## src/rtl/io_port_ctrl.sv

```systemverilog
// Memory-mapped multi-port GPIO controller: per-port output register, input-change
// FIFO, sticky change/overflow flags (W1C) and a masked, registered interrupt.
module io_port_ctrl #(
  parameter int IO_PORTS   = 4,
  parameter int PORT_W     = 8,
  parameter int FIFO_DEPTH = 4
) (
  input  logic                         clk,
  input  logic                         reset,
  input  logic [31:0]                  io_addr,
  input  logic                         io_write,
  input  logic                         io_read,
  input  logic [31:0]                  io_wdata,
  output logic [31:0]                  io_rdata,
  output logic                         io_irq,
  input  logic [IO_PORTS*PORT_W-1:0]   io_in,
  output logic [IO_PORTS*PORT_W-1:0]   io_out
);

  localparam int AW = $clog2(FIFO_DEPTH);
  localparam int CW = AW + 1;
  localparam logic [CW-1:0] FULL_CNT = CW'(FIFO_DEPTH);

  typedef enum logic [1:0] {
    REG_DATA_IN  = 2'd0,
    REG_DATA_OUT = 2'd1,
    REG_CONTROL  = 2'd2,
    REG_STATUS   = 2'd3
  } reg_e;

  logic [PORT_W-1:0]          r_fifo [IO_PORTS][FIFO_DEPTH];
  logic [AW-1:0]              r_wp   [IO_PORTS];
  logic [AW-1:0]              r_rp   [IO_PORTS];
  logic [CW-1:0]              r_cnt  [IO_PORTS];
  logic [PORT_W-1:0]          r_dout [IO_PORTS];
  logic [PORT_W-1:0]          r_prev [IO_PORTS];
  logic [3:0]                 r_ctrl [IO_PORTS];
  logic [IO_PORTS-1:0]        r_ovf;
  logic [IO_PORTS-1:0]        r_chg;
  logic [31:0]                r_rdata;
  logic                       r_irq;
  logic [IO_PORTS*PORT_W-1:0] r_out;

  logic [3:0]          w_port;
  reg_e                w_reg;
  logic                w_mapped;
  logic                w_rd;
  logic [IO_PORTS-1:0] w_sel;
  logic [IO_PORTS-1:0] w_pop;
  logic [IO_PORTS-1:0] w_chg_set;
  logic [IO_PORTS-1:0] w_push;
  logic [IO_PORTS-1:0] w_ovf_set;
  logic [IO_PORTS-1:0] w_ovf_clr;
  logic [IO_PORTS-1:0] w_chg_clr;
  logic [IO_PORTS-1:0] w_irq_src;
  logic [PORT_W-1:0]   w_in       [IO_PORTS];
  logic [PORT_W-1:0]   w_dout_nxt [IO_PORTS];
  logic [3:0]          w_ctrl_nxt [IO_PORTS];
  logic [PORT_W-1:0]   w_out_nxt  [IO_PORTS];
  logic [3:0]          w_cnt_disp [IO_PORTS];
  logic [31:0]         w_rdata;
  logic                w_unused;

  assign w_port   = io_addr[7:4];
  assign w_reg    = reg_e'(io_addr[3:2]);
  assign w_mapped = (io_addr[31:8] == '0) && (io_addr[1:0] == 2'b00) &&
                    ({28'd0, w_port} < 32'(IO_PORTS));
  // A simultaneous write takes priority and suppresses the read entirely.
  assign w_rd     = io_read && !io_write;
  assign w_unused = &{1'b0, io_wdata};

  always_comb begin
    for (int unsigned p = 0; p < IO_PORTS; p++) begin
      w_in[p]       = io_in[p*PORT_W +: PORT_W];
      w_sel[p]      = w_mapped && ({28'd0, w_port} == p);
      w_pop[p]      = w_rd && w_sel[p] && (w_reg == REG_DATA_IN) && (r_cnt[p] != '0);
      w_chg_set[p]  = r_ctrl[p][1] && (w_in[p] != r_prev[p]);
      // A pop in the same cycle frees the slot, so a full FIFO still accepts the push.
      w_push[p]     = w_chg_set[p] && ((r_cnt[p] != FULL_CNT) || w_pop[p]);
      w_ovf_set[p]  = w_chg_set[p] && (r_cnt[p] == FULL_CNT) && !w_pop[p];
      w_ovf_clr[p]  = io_write && w_sel[p] && (w_reg == REG_STATUS) && io_wdata[2];
      w_chg_clr[p]  = io_write && w_sel[p] && (w_reg == REG_STATUS) && io_wdata[3];
      w_irq_src[p]  = (r_chg[p] && r_ctrl[p][2]) || (r_ovf[p] && r_ctrl[p][3]);
      w_dout_nxt[p] = (io_write && w_sel[p] && (w_reg == REG_DATA_OUT)) ?
                      io_wdata[PORT_W-1:0] : r_dout[p];
      w_ctrl_nxt[p] = (io_write && w_sel[p] && (w_reg == REG_CONTROL)) ?
                      io_wdata[3:0] : r_ctrl[p];
      w_out_nxt[p]  = w_ctrl_nxt[p][0] ? w_dout_nxt[p] : '0;
      w_cnt_disp[p] = (32'(r_cnt[p]) > 32'd15) ? 4'hF : 4'(r_cnt[p]);
    end
  end

  always_comb begin
    w_rdata = '0;
    for (int unsigned p = 0; p < IO_PORTS; p++) begin
      if (w_sel[p]) begin
        case (w_reg)
          REG_DATA_IN:  if (r_cnt[p] != '0) w_rdata[PORT_W-1:0] = r_fifo[p][r_rp[p]];
          REG_DATA_OUT: w_rdata[PORT_W-1:0] = r_dout[p];
          REG_CONTROL:  w_rdata[3:0] = r_ctrl[p];
          REG_STATUS:   w_rdata[7:0] = {w_cnt_disp[p], r_chg[p], r_ovf[p],
                                        (r_cnt[p] == FULL_CNT), (r_cnt[p] != '0)};
          default:      w_rdata = '0;
        endcase
      end
    end
  end

  always_ff @(posedge clk or negedge reset) begin
    if (!reset) begin
      for (int unsigned p = 0; p < IO_PORTS; p++) begin
        for (int unsigned d = 0; d < FIFO_DEPTH; d++) r_fifo[p][d] <= '0;
        r_wp[p]   <= '0;
        r_rp[p]   <= '0;
        r_cnt[p]  <= '0;
        r_dout[p] <= '0;
        r_prev[p] <= '0;
        r_ctrl[p] <= '0;
      end
      r_ovf   <= '0;
      r_chg   <= '0;
      r_rdata <= '0;
      r_irq   <= 1'b0;
      r_out   <= '0;
    end else begin
      if (w_rd) r_rdata <= w_rdata;
      r_irq <= |w_irq_src;
      for (int unsigned p = 0; p < IO_PORTS; p++) begin
        r_prev[p] <= w_in[p];
        if (w_push[p]) begin
          r_fifo[p][r_wp[p]] <= w_in[p];
          r_wp[p]            <= r_wp[p] + 1'b1;
        end
        if (w_pop[p]) r_rp[p] <= r_rp[p] + 1'b1;
        case ({w_push[p], w_pop[p]})
          2'b10:   r_cnt[p] <= r_cnt[p] + 1'b1;
          2'b01:   r_cnt[p] <= r_cnt[p] - 1'b1;
          default: r_cnt[p] <= r_cnt[p];
        endcase
        r_ovf[p]  <= (r_ovf[p] && !w_ovf_clr[p]) || w_ovf_set[p];
        r_chg[p]  <= (r_chg[p] && !w_chg_clr[p]) || w_chg_set[p];
        r_dout[p] <= w_dout_nxt[p];
        r_ctrl[p] <= w_ctrl_nxt[p];
        r_out[p*PORT_W +: PORT_W] <= w_out_nxt[p];
      end
    end
  end

  assign io_rdata = r_rdata;
  assign io_irq   = r_irq;
  assign io_out   = r_out;

endmodule

```

## config.mk

```make
export PLATFORM = sky130hd
export DESIGN_NAME = io_port_ctrl
export DESIGN_NICKNAME = d
export VERILOG_FILES = /design/src/rtl/io_port_ctrl.sv
export SDC_FILE = /design/constraint.sdc
export NUM_CORES = 1
export LEC_CHECK = 0
export CORE_UTILIZATION = 24
export CTS_BUF_LIST = sky130_fd_sc_hd__clkbuf_4
export DETAILED_ROUTE_END_ITERATION = 8
export GPL_TIMING_DRIVEN = 0
export PLACE_DENSITY = 0.45
export SYNTH_ARGS = -nofsm -noshare
export SYNTH_HDL_FRONTEND = slang
export SYNTH_SLANG_ARGS = --single-unit
```

## constraint.sdc

```tcl
create_clock -name clk -period 2.6 [get_ports clk]
set_input_delay 0.52 -clock clk [delete_from_list [all_inputs] [get_ports clk]]
set_output_delay 0.52 -clock clk [all_outputs]
set_load 0.03 [all_outputs]
```

**After elaboration in Yosys (flattened, before gate mapping)**

Cells that the tools add are included.

- Input bits: 100
- Bits in registers: 309
- Output and inout bits: 65
- Logic and storage cells: 291

- Mux-type cells: 58
- Reductions and logical operators: 121
- Equality and inequality tests: 26
- $lt $le $gt $ge: 13
- Bitwise operators: 8
- $add $sub $neg: 16

Operator list:

| operator | count |
|---|---|
| $mux 8 | 30 |
| $bwmux 32 | 4 |
| $logic_and 1x1->1 | 79 |
| $bmux 8 s2 | 4 |
| $demux 8 s2 | 4 |
| $pmux 4 s4 | 4 |
| $pmux 4 s3 | 4 |
| $ne 8x8->1 | 4 |
| $ge 3x3->1 const B | 8 |
| $logic_not 24->1 | 1 |
| $not 2->3 | 8 |
| $pmux 3 s2 | 4 |
| $add 2x1->2 const B | 8 |
| $logic_or 1x1->1 | 16 |
| $logic_not 1->1 | 13 |
| $add 3x1->3 const B | 4 |
| $eq 2x2->1 const B | 6 |
| $eq 3x3->1 const B | 4 |
| $lt 3x1->1 const B | 4 |
| $ne 3x3->1 const B | 4 |
| $reduce_bool 3->1 | 4 |
| $sub 3x1->3 const B | 4 |
| $eq 2x1->1 const B | 5 |
| $eq 4x2->1 const B | 2 |
| 7 further kinds | 14 |

**Logic depth before layout (Yosys ltp)**

Gate-level depths: netlist of the first run.

- Depth after elaboration: 18
- Depth in mapped cells: 14
- Gate-level depth less buffers: 11

**Least setup slack after synthesis of the first run**

No wires, ideal clock.

- Kind: input to register
- Start: input io_addr[25]
- End: register r_cnt[8] (netlist bit)
- Stages: 10
- Data arrival time: 3.118 ns
- Path buffers: 0
- Setup slack: -0.597 ns
- Cells stage by stage: or4_1 -> nor4_4 -> nand3_2 -> nor4_1 -> ha_1 -> inv_1 -> fa_1 -> xor2_1 -> nor2_1 -> xor2_1

- Cells in the longest elaborated chain, start to end: 11
- Elaborated cells on any way between the ends: 13
- Those cells by class: eq/ne: 2; mux: 1; reduce/logical: 10

Ends and longest elaborated chain:

| what | RTL line | source |
|---|---|---|
| start, declared | 10 | `input logic [31:0] io_addr,` |
| $logic_not 24->1 (*) | 66 | `assign w_mapped = (io_addr[31:8] == '0) && (io_addr[1:0] == 2'b00) &&` |
| $logic_and 1x1->1 (*) (2 in a row) | 66 |  |
| $logic_and 1x1->1 (*) | 75 | `w_sel[p] = w_mapped && ({28'd0, w_port} == p);` |
| $logic_and 1x1->1 (*) (3 in a row) | 76 | `w_pop[p] = w_rd && w_sel[p] && (w_reg == REG_DATA_IN) && (r_cnt[p] != '0);` |
| named net w_pop[1] | 49 | `logic [IO_PORTS-1:0] w_pop;` |
| $logic_or 1x1->1 | 79 | `w_push[p] = w_chg_set[p] && ((r_cnt[p] != FULL_CNT) \|\| w_pop[p]);` |
| $logic_and 1x1->1 | 79 |  |
| $eq 2x1->1 / $eq 2x2->1 (equally long branches) | 135 | `case ({w_push[p], w_pop[p]})` |
| $pmux 3 s2 / $reduce_bool 2->1 (equally long branches) | n/a |  |
| end signal, assigned by index | 136 | `2'b10: r_cnt[p] <= r_cnt[p] + 1'b1;` |
| end signal, assigned by index | 137 | `2'b01: r_cnt[p] <= r_cnt[p] - 1'b1;` |
| end signal, assigned by index | 138 | `default: r_cnt[p] <= r_cnt[p];` |
| end, declared | 34 | `logic [CW-1:0] r_cnt [IO_PORTS];` |

Mark *: on every way through the listed nets, which the timed path passes. The rest lies on a longest branch.
A chain may end at the register's enable or synchronous reset.

==> results of run 1 <==
## how the worst min path moves through the flow
stage / from / to / slack [ns] / cells after the start
2_1_floorplan: reset / io_irq$_DFF_PN0_ / 0.22 / 0
4_1_cts: io_in[28] / r_prev[4]$_DFF_PN0_ / 0.24 / 1
6_report: io_write / r_dout[11]$_DFF_PN0_ / 0.31 / 3
3_5_place_dp: r_fifo[109]$_DFFE_PN0P_ / r_fifo[109]$_DFFE_PN0P_ / 0.48 / 1
5_1_grt: io_in[29] / r_prev[5]$_DFF_PN0_ / 0.25 / 1
3_3_place_gp: r_fifo[127]$_DFFE_PN0P_ / r_fifo[127]$_DFFE_PN0P_ / 0.47 / 1
## registers in the layout, indices dropped and copies added, names as in the netlist
register and flops:
r_fifo 128, r_dout 32, r_prev 32, io_irq 1, r_wp 8, r_rp 8, io_out 32, r_cnt 12
r_ctrl 16, r_ovf 4, r_chg 4, io_rdata 8
## routing by layer
metal | global-route usage (%) | up-vias | share of wire (%)
met3 | 3.487 | 58 | 5.4
met2 | 21.92 | 271 | 47
met1 | 18.77 | 4590 | 46
met5 | 0 | - | 0
li1 | - | 4150 | -
met4 | 4.978 | 0 | 2.0
## area by class of cell
type	count	area [um^2]	share of cell area, %
Antenna cell	6	15.01	0.08927
Buffer	58	356.6	2.120
Clock buffer	117	878.3	5.222
Clock inverter	23	178.9	1.064
Inverter	33	123.9	0.7365
Multi-Input combinational cell	661	5967	35.48
Sequential cell	285	7133	42.41
Tap cell	696	870.8	5.178
Timing Repair Buffer	128	1295	7.700
## power breakdown
| part | total, mW | internal (mW) | leakage [nW] | switching [mW] |
|---|---|---|---|---|
| sequential | 4.50 | 4.47 | 3.83 | 0.0292 |
| combinational | 0.626 | 0.231 | 3.17 | 0.395 |
| clock | 4.35 | 2.36 | 0.617 | 1.99 |
| total | 9.48 | 7.06 | 7.62 | 2.42 |
## stage by stage
step                hold slack [ns]  power (mW)  std cells  area, um^2
floorplan                    0.2244       4.826       1043       13430
global placement             0.4722       5.207       1852       15430
detailed placement           0.4799       5.214       1854       15490
CTS                          0.2397       9.679       2000       16670
global route                 0.2513       9.963       2006       16820
finish                       0.3129       9.480       2007       16820
## logic make-up after synthesis
kind of cell    share of synthesized area, %
flops                                  54.10
compound gates                         6.549
simple gates                           8.523
fa+ha+maj                              2.411
xor+xnor                               3.654
buf+inv                                3.502
other cells                          0.02845
mux                                    21.23
## critical path, stage by stage
cell and delay [ns]:
clkdlybuf4s50_1 0.40, nor4_1 0.36, and4_4 0.30, clkbuf_4 0.23, nand3b_1 0.38, nor2_4 0.40, mux2_2 0.40, nor2b_1 0.18
## cells in the final DEF, fill, tap and decap left out, types with 6 or more instances in the layout
| cell | instances |
|---|---|
| dfrtp_1 | 284 |
| clkinv_1 | 16 |
| buf_4 | 37 |
| a21oi_1 | 23 |
| nor2b_1 | 34 |
| conb_1 | 24 |
| nand3_1 | 17 |
| diode_2 | 6 |
| or3_1 | 6 |
| nor2_1 | 31 |
| nor3_1 | 8 |
| o21ai_0 | 31 |
| dlygate4sd2_1 | 9 |
| xnor2_1 | 45 |
| inv_1 | 30 |
| nand4_1 | 13 |
| clkbuf_4 | 118 |
| a22oi_1 | 14 |
| and3_1 | 7 |
| clkdlybuf4s50_1 | 100 |
| nand2_1 | 41 |
| mux2_2 | 145 |
| a31oi_1 | 10 |
| ha_1 | 17 |
| clkbuf_1 | 22 |
| mux2_4 | 16 |
| o211ai_1 | 6 |
| nand2_2 | 12 |
| mux2_1 | 7 |
| o22ai_1 | 9 |
| mux4_2 | 33 |
| a221oi_1 | 7 |
| xor2_1 | 10 |
| mux2i_1 | 12 |
## what timing repair did
action	in CTS	in global routing
endpoints found under the hold margin	96	0
buffers inserted	8	4
hold buffers	1	0
setup endpoints to repair	145	44
pin swaps	11	9
resized for setup	29	26
==> metrics.txt, run 1 <==
first-pass GRT wire length=59,190 um; Post-Syn Area=0.01318 mm^2; H-Tree Depth=3; top_reg_cell synth=dfrtp_1; Synth Area per Inst=12.92 um^2; CTS tree=done; final wirelength=38,590 um; fillers=5,559; largest net degree at the start of global routing=104; Slew @ Worst Pin=0.8606 ns; final max-slew violation count=0; clock slew at reported path FFs=0.07 ns; wire per inst=19.23 um; DRC=0; clk_lat worst skew=0.82 ns; Pre-Repair DR Iteration Count=5; register area share after synthesis=54.10%; initial core utilization=24.40%; Iter 0 DRT Violations=555; most frequent cell after synthesis=dfrtp_1; EDFF count, synth=0; Die Area=0.05587 mm^2; Reg2Reg Setup Slack=0.17 ns; io pins=165; flip-flop and latch count after synthesis=285; leak pwr=7.621 nW; CTS buffer count=81; DRT antenna net count=0; Finish-stage setup viols=0; Total Routing Usage GR=14.03%; Setup WS post-layout=0.07292 ns; ys async rst share=100.0%; Commonest cells post-synth=dfrtp_1 (285), mux2_2 (161), xnor2_1 (45); area leader, netlist=dfrtp_1; Synth Instances=1,020; yosys warns=0; crit path max fanout=10; vias in the first global route=9,564; Tcrit/Tclk final=97.20%; crit path to=io_out[5]$_DFF_PN0_; TritonCTS Sinks=285; Fin Setup TNS=0 ns; post-place setup slack=-1.408 ns; nets=1,371; VDD IR-drop max=0.2135 mV; Netlist cell types=65; Worst R2R End=r_cnt[1]$_DFFE_PN0P_; area delta synth->final=27.58%; required time worst endpoint=3.26 ns; Slew headroom=42.45%; CTS max path bufs=3; via count of the routed design=9,069; root buf cell=clkbuf_4; Worst Reg-to-Reg Cells=9; Final Skew=0.04900 ns; Core Util, Final=31.13%; Worst Setup SP=io_addr[18]; Worst setup SP type=input pin; WP data arrival=3.18 ns; PortBufs=113; RePlAce Congestion=0.8283; Synth top area share=54.10%; fraction of layout cells with a size suffix above 1=32.34%; fmax=0.3957 GHz; gr ovfl total=0; Synth area leaders=dfrtp_1 (54%), mux2_2 (14%), mux4_2 (5.6%), xnor2_1 (3.0%), ha_1 (1.8%); Final Hold Fails=0; FF-to-FF Start=r_prev[7]$_DFF_PN0_; kind of critical path=input pin to flip-flop; initial antenna violation count=2; PwrDens=563.7 mW/mm^2; Vias/cell=4.519; dpl hpwl=26,850 um; Hold Path Class=input pin to flip-flop; Die X-Extent=236.4 um; Worst Setup End Kind=flip-flop; Chip Height=236.4 um; Core ar.=0.05403 mm^2; Rows=85; Max-Cap Viols=0; outcome=complete, no violations; crit path time final=2.527 ns
Power figures use the tool's default switching activity.
==> run 2, diff against run 1 <==
- GPL_TIMING_DRIVEN: 0 -> 1
- HOLD_SLACK_MARGIN: unset -> 0.03
==> metrics.txt, run 2 (synthesis gave the netlist of run 1 again) <==
outcome=complete, no violations (unchanged); via count of the routed design=9,327 (was 9,069); Reg2Reg Setup Slack=0.28 ns (was 0.17 ns); clk_lat worst skew=0.80 ns (was 0.82 ns); dpl hpwl=27,400 um (was 26,850 um); slowest CP cell=or4_4 (was clkdlybuf4s50_1); most frequent cells in the layout=dfrtp_1 (285), mux2_2 (145), buf_4 (145), clkbuf_4 (111), clkdlybuf4s50_1 (109) (was dfrtp_1 (284), mux2_2 (145), clkbuf_4 (118), clkdlybuf4s50_1 (100), xnor2_1 (45)); CP max stage delay=0.52 ns (was 0.40 ns); area delta synth->final=32.21% (was 27.58%); clock slew at reported path FFs=0.06 ns (was 0.07 ns); area post-placement=0.01629 mm^2 (was 0.01549 mm^2); CTS buffer count=84 (was 81); largest net degree at the start of global routing=71 (was 104); H-Tree Depth=3 (unchanged); Hold Path Class=input pin to async pin (was input pin to flip-flop); TritonCTS Sinks=285 (unchanged); vias in the first global route=10.01k (was 9,564); Slew @ Worst Pin=0.6411 ns (was 0.8606 ns); CTS max path bufs=3 (unchanged); final wirelength=38,600 um (was 38,590 um); first-pass GRT wire length=59,800 um (was 59,190 um); Worst Setup SP=io_addr[31] (was io_addr[18]); Final Skew=0.06326 ns (was 0.04900 ns); initial antenna violation count=1 (was 2); Die Area=0.05587 mm^2 (unchanged); CP bufs+invs=3 (was 2); WP data arrival=3.24 ns (was 3.18 ns); wire per inst=18.49 um (was 19.23 um); Biggest register=r_fifo (unchanged); DRC=0 (unchanged); WHS=0.2528 ns (was 0.3129 ns); Worst Setup End Kind=flip-flop (unchanged); PwrDens=537.2 mW/mm^2 (was 563.7 mW/mm^2); Total Routing Usage GR=14.14% (was 14.03%); FF-to-FF Start=r_prev[22]$_DFF_PN0_ (was r_prev[7]$_DFF_PN0_); Die X-Extent=236.4 um (unchanged); PortBufs=116 (was 113); DP Cell Count=1,940 (was 1,854); critical path's top delay family=simple AND/OR/NAND/NOR gates (unchanged); RePlAce Congestion=0.8481 (was 0.8283); Tcrit/Tclk final=98.77% (was 97.20%); Critical Path, Cell by Cell=clkdlybuf4s50_1 > or4_4 > nor4_4 > buf_4 > nand3_4 > nor4_4 > ha_2 > inv_2 > fa_2 > xor2_1 > nor2_1 > xor2_1 (was clkdlybuf4s50_1 > nor4_1 > and4_4 > clkbuf_4 > nand3b_1 > nor2_4 > mux2_2 > nor2b_1); Core ar.=0.05403 mm^2 (unchanged); root buf cell=clkbuf_4 (unchanged); CTS tree=done (unchanged); Max-Cap Viols=0 (unchanged); number of flip-flops in the largest register=128 (unchanged); DRT antenna net count=0 (unchanged); nets=1,457 (was 1,371); final max-slew violation count=0 (unchanged); fraction of layout cells with a size suffix above 1=36.83% (was 32.34%); crit path max fanout=3 (was 10); Worst R2R End=r_cnt[8]$_DFFE_PN0P_ (was r_cnt[1]$_DFFE_PN0P_); Total Power=9.363 mW (was 9.480 mW); Chip Height=236.4 um (unchanged); Rows=85 (unchanged); required time worst endpoint=3.27 ns (was 3.26 ns); fmax=0.3894 GHz (was 0.3957 GHz); most common cell after layout, fill and taps aside=dfrtp_1 (unchanged); Vias/cell=4.467 (was 4.519); Final Hold Fails=0 (unchanged); Iter 0 DRT Violations=582 (was 555); unrepaired setup endpoints after global routing=yes; VDD IR-drop max=0.2424 mV (was 0.2135 mV); Worst setup SP type=input pin (unchanged); post-route cell area=0.01743 mm^2 (was 0.01682 mm^2); Finish-stage setup viols=0 (unchanged); leak pwr=8.086 nW (was 7.621 nW); io pins=165 (unchanged); post-route insts no fill=2,088 (was 2,007); initial core utilization=24.40% (unchanged); Worst Reg-to-Reg Cells=11 (was 9); Slew headroom=56.71% (was 42.45%); fillers=5,497 (was 5,559); Pre-Repair DR Iteration Count=5 (unchanged); gr ovfl total=0 (unchanged); kind of critical path=input pin to flip-flop (unchanged); crit path time final=2.568 ns (was 2.527 ns)
==> run 2: cell types whose count changed in the layout (fill, tap and decap cells not counted), sizes merged <==
cell | before | now
clkdlybuf4s15 | 2 | 0
clkbuf | 142 | 111
bufinv | 3 | 2
clkinvlp | 2 | 3
clkdlybuf4s50 | 100 | 109
diode | 6 | 2
dlymetal6s2s | 1 | 0
buf | 48 | 154
dlygate4sd2 | 9 | 5
clkinv | 18 | 26
==> run 2: stage by stage <==
stage	utilization (%)	setup TNS [ns]	worst slack, ns
finish	32.26	0	0.03211
global route	32.26	-0.01607	-0.01607
CTS	32.12	0	0.00008216
detailed placement	30.16	-154.18	-0.9364
global placement	30.16	-147.57	-0.9374
floorplan	-	-2.188	-0.3486
==> run 2: timing repair <==
item | CTS | global route
pin swaps | 9 | 5
setup buffers | 3 | 1
setup endpoints to repair | 4 | 40
endpoints found under the hold margin | 82 | 0
hold buffers | 1 | 0
gates resized for setup | 9 | 11
cloned | 0 | 0
==> run 2: worst max-delay path by stage <==
stage	depth (start not counted)	slack (ns)	end
after floorplan	10	-0.35	r_cnt[8]$_DFFE_PN0P_
after global placement	12	-0.94	r_cnt[5]$_DFFE_PN0P_
after detailed placement	14	-0.94	r_cnt[11]$_DFFE_PN0P_
after CTS	12	0.00008	r_cnt[1]$_DFFE_PN0P_
after global routing	14	-0.02	r_cnt[8]$_DFFE_PN0P_
final	12	0.03	r_cnt[8]$_DFFE_PN0P_
==> run 2: report_power, final <==
group | total [mW] | switching, mW | internal, mW | leakage (nW)
Sequential | 4.50 | 0.0277 | 4.48 | 3.83
Combinational | 0.664 | 0.391 | 0.274 | 3.67
Clock | 4.20 | 2.01 | 2.18 | 0.588
Total | 9.36 | 2.43 | 6.93 | 8.09
==> run 2: layer usage <==
| metal | part of all wire, % | GRT usage [%] | vias to the layer above |
|---|---|---|---|
| met5 | 0 | 0 | - |
| met4 | 2.5 | 6.080 | 0 |
| met3 | 5.5 | 3.218 | 69 |
| met2 | 46 | 21.82 | 269 |
| met1 | 46 | 18.92 | 4685 |
| li1 | - | - | 4304 |
==> run 2: area by class of cell <==
type                            instances  area (um^2)  area share (%)
Multi-Input combinational cell        661         5879           33.73
Tap cell                              696        870.8           4.996
Clock inverter                         31        191.4           1.098
Antenna cell                            2        5.005         0.02872
Sequential cell                       285         7132           40.92
Clock buffer                          111        833.3           4.781
Inverter                               33        123.9          0.7107
Timing Repair Buffer                  269         2394           13.73
==> run 2: worst register-to-register path, delay by kind of cell, from the launching register on <==
| kind | cells | cell delay [ns] |
|---|---|---|
| AND/OR/NAND/NOR | 3 | 0.39 |
| flip-flops | 1 | 0.37 |
| XOR/XNOR | 3 | 0.54 |
| adder cells (fa/ha/maj) | 2 | 0.53 |
| buffers and inverters | 2 | 0.11 |
| AO/OA/AOI/OAI | 1 | 0.29 |
==> run 3, diff against run 2 <==
- CORE_UTILIZATION: 24 -> 35
- DONT_BUFFER_PORTS: unset -> 1
- PLACE_DENSITY: 0.45 -> 0.53
==> metrics.txt, run 3 (synthesis gave the netlist of run 1 again) <==
crit path max fanout=4 (was 3); root buf cell=clkbuf_4 (unchanged); TritonCTS Sinks=285 (unchanged); number of flip-flops in the largest register=128 (unchanged); CTS resizes=0 (was 9); most frequent cells in the layout=dfrtp_1 (285), mux2_2 (145), clkbuf_4 (122), buf_4 (68) (was dfrtp_1 (285), mux2_2 (145), buf_4 (145), clkbuf_4 (111), clkdlybuf4s50_1 (109)); largest net degree at the start of global routing=286 (was 71); Met2 Routed Length=15,810 um (was 17,820 um); Rows=70 (was 85); Die X-Extent=196.1 um (was 236.4 um); Worst setup SP type=input pin (unchanged); Chip Height=196.1 um (was 236.4 um); Switch Pwr=2.242 mW (was 2.432 mW); initial core utilization=35.75% (was 24.40%); CTS buffer count=83 (was 84); fraction of layout cells with a size suffix above 1=34.73% (was 36.83%); nets=1,302 (was 1,457); Final Hold Fails=285 (was 0); Total Routing Usage GR=19.20% (was 14.14%); crit path time final=2.384 ns (was 2.568 ns); clock slew at reported path FFs=0.06 ns (about the same); most common cell after layout, fill and taps aside=dfrtp_1 (unchanged); Int Pwr=6.952 mW (was 6.932 mW); vias in the first global route=9,313 (was 10.01k); gr ovfl total=0 (unchanged); FF-to-FF Start=r_prev[21]$_DFF_PN0_ (was r_prev[22]$_DFF_PN0_); Pre-Repair DR Iteration Count=5 (unchanged); Core ar.=0.03687 mm^2 (was 0.05403 mm^2); share of power burned in registers=49.3% (was 48.1%); H-Tree Depth=3 (unchanged); wire per inst=20.36 um (was 18.49 um); failing checks=hold timing; required time worst endpoint=3.26 ns (was 3.27 ns); CTS max path bufs=3 (unchanged); Die Area=0.03845 mm^2 (was 0.05587 mm^2); area delta synth->final=19.58% (was 32.21%); fmax=0.4195 GHz (was 0.3894 GHz); clk_lat worst skew=0.77 ns (was 0.80 ns); Finish-stage setup viols=0 (unchanged); Hold Path Class=input pin to async pin (unchanged); fillers=3,482 (was 5,497); VDD IR-drop max=0.3543 mV (was 0.2424 mV); Worst Setup SP=io_addr[30] (was io_addr[31]); via count of the routed design=8,816 (was 9,327); Iter 0 DRT Violations=488 (was 582); PortBufs=0 (was 116); leak pwr=7.400 nW (was 8.086 nW); io pins=165 (unchanged); Total Power=9.194 mW (was 9.363 mW); DR WL met3=2388 um (was 2106 um); Slew @ Worst Pin=0.6849 ns (was 0.6411 ns); unrepaired setup endpoints after global routing=no (was yes); WHS=-0.4737 ns (was 0.2528 ns); CTS tree=done (unchanged); Max-Cap Viols=0 (unchanged); postcts setup bufs=0 (was 3); DRT antenna net count=0 (unchanged); RePlAce Congestion=0.8335 (was 0.8481); outcome=finished, violations left (was complete, no violations); Tcrit/Tclk final=91.67% (was 98.77%); Final Skew=0.07109 ns (was 0.06326 ns); top layer in use=met4 (unchanged); clock network fraction of total power=47.1% (was 44.8%); initial antenna violation count=1 (unchanged); post-route insts no fill=1,747 (was 2,088); final wirelength=35,570 um (was 38,600 um); Vias/cell=5.046 (was 4.467); hold-fix buffers at CTS=45 (was 1); Slew headroom=53.99% (was 56.71%); DRC=0 (unchanged); WP data arrival=3.04 ns (was 3.24 ns); first-pass GRT wire length=55,470 um (was 59,800 um); Routed met1 length=16,390 um (was 17,690 um); kind of critical path=input pin to flip-flop (unchanged); dpl hpwl=23,240 um (was 27,400 um); Worst Setup End Kind=flip-flop (unchanged); final max-slew violation count=0 (unchanged); PwrDens=583.3 mW/mm^2 (was 537.2 mW/mm^2); DP Cell Count=1,553 (was 1,940); share of total power in combinational logic=3.6% (was 7.1%); Sw Ratio=24.38% (was 25.97%); Biggest register=r_fifo (unchanged)
==> run 3: cell count changes in the layout (fill, tap and decap cells not counted), sizes merged <==
cell | previous run | this run
clkdlybuf4s50 | 109 | 0
clkinv | 26 | 21
dlygate4sd2 | 5 | 0
clkbuf | 111 | 122
buf | 154 | 70
dlygate4sd3 | 1 | 45
inv | 33 | 35
clkinvlp | 3 | 0
==> run 3: power by group through the flow <==
| stage | clock network [mW] | registers [mW] | logic, mW |
|---|---|---|---|
| 2_1_floorplan | 0 | 4.60 | 0.223 |
| 3_5_place_dp | 0 | 4.62 | 0.217 |
| 3_3_place_gp | 0 | 4.61 | 0.216 |
| 4_1_cts | 4.53 | 4.53 | 0.331 |
| 5_1_grt | 4.76 | 4.53 | 0.357 |
| 6_report | 4.33 | 4.53 | 0.328 |
==> run 3: stage by stage <==
| stage | instance area [um^2] | utilization, % | hold WS (ns) | setup WS, ns | setup TNS (ns) |
|---|---|---|---|---|---|
| global route | 15760 | 42.75 | -0.5838 | 0.05158 | 0 |
| detailed placement | 14240 | 38.61 | 0.2360 | -0.4912 | -42.41 |
| global placement | 14240 | 38.61 | 0.2417 | -0.4953 | -42.18 |
| CTS | 15760 | 42.74 | -0.6152 | 0.2270 | 0 |
| finish | 15760 | 42.75 | -0.4737 | 0.2165 | 0 |
| floorplan | 13430 | - | 0.2244 | -0.3486 | -2.188 |
==> run 3: area by class of cell <==
cell class / count / area (um^2) / share of cell area, %
repair buffers: 115 / 1001 / 6.350
flip-flops and latches: 285 / 7132 / 45.24
clock inverters: 25 / 156.4 / 0.9921
multi-input cells: 661 / 5799 / 36.79
well taps: 504 / 630.6 / 4.000
inverters: 33 / 123.9 / 0.7858
clock buffers: 122 / 915.9 / 5.810
diodes: 2 / 5.005 / 0.03175
==> run 3: worst paths after layout <==
check	endpoint	slack (ns)	cells past startpoint
worst max-delay path	r_cnt[5]$_DFFE_PN0P_	0.22	11
worst min-delay path	r_fifo[107]$_DFFE_PN0P_	-0.47	0
worst max register to register	r_cnt[8]$_DFFE_PN0P_	0.29	11
worst min register to register	r_fifo[111]$_DFFE_PN0P_	0.49	1
max in group asynchronous	r_ovf[1]$_DFF_PN0_	2.58	0
min in group clk	r_ovf[1]$_DFF_PN0_	0.12	2
==> run 3: routing by layer <==
| layer | GRT usage (%) | vias up |
|---|---|---|
| li1 | - | 4004 |
| met1 | 26.70 | 4462 |
| met2 | 27.89 | 286 |
| met3 | 5.484 | 64 |
| met4 | 8.247 | 0 |
| met5 | 0 | - |
==> run 3: worst max-delay path, stage by stage <==
cell and delay [ns]:
or4_1 0.64, nor4_1 0.27, buf_4 0.17, nand3_1 0.23
nor2_2 0.20, ha_1 0.18, inv_1 0.05, fa_1 0.37
xor2_1 0.15, nor2_1 0.11, xor2_1 0.15
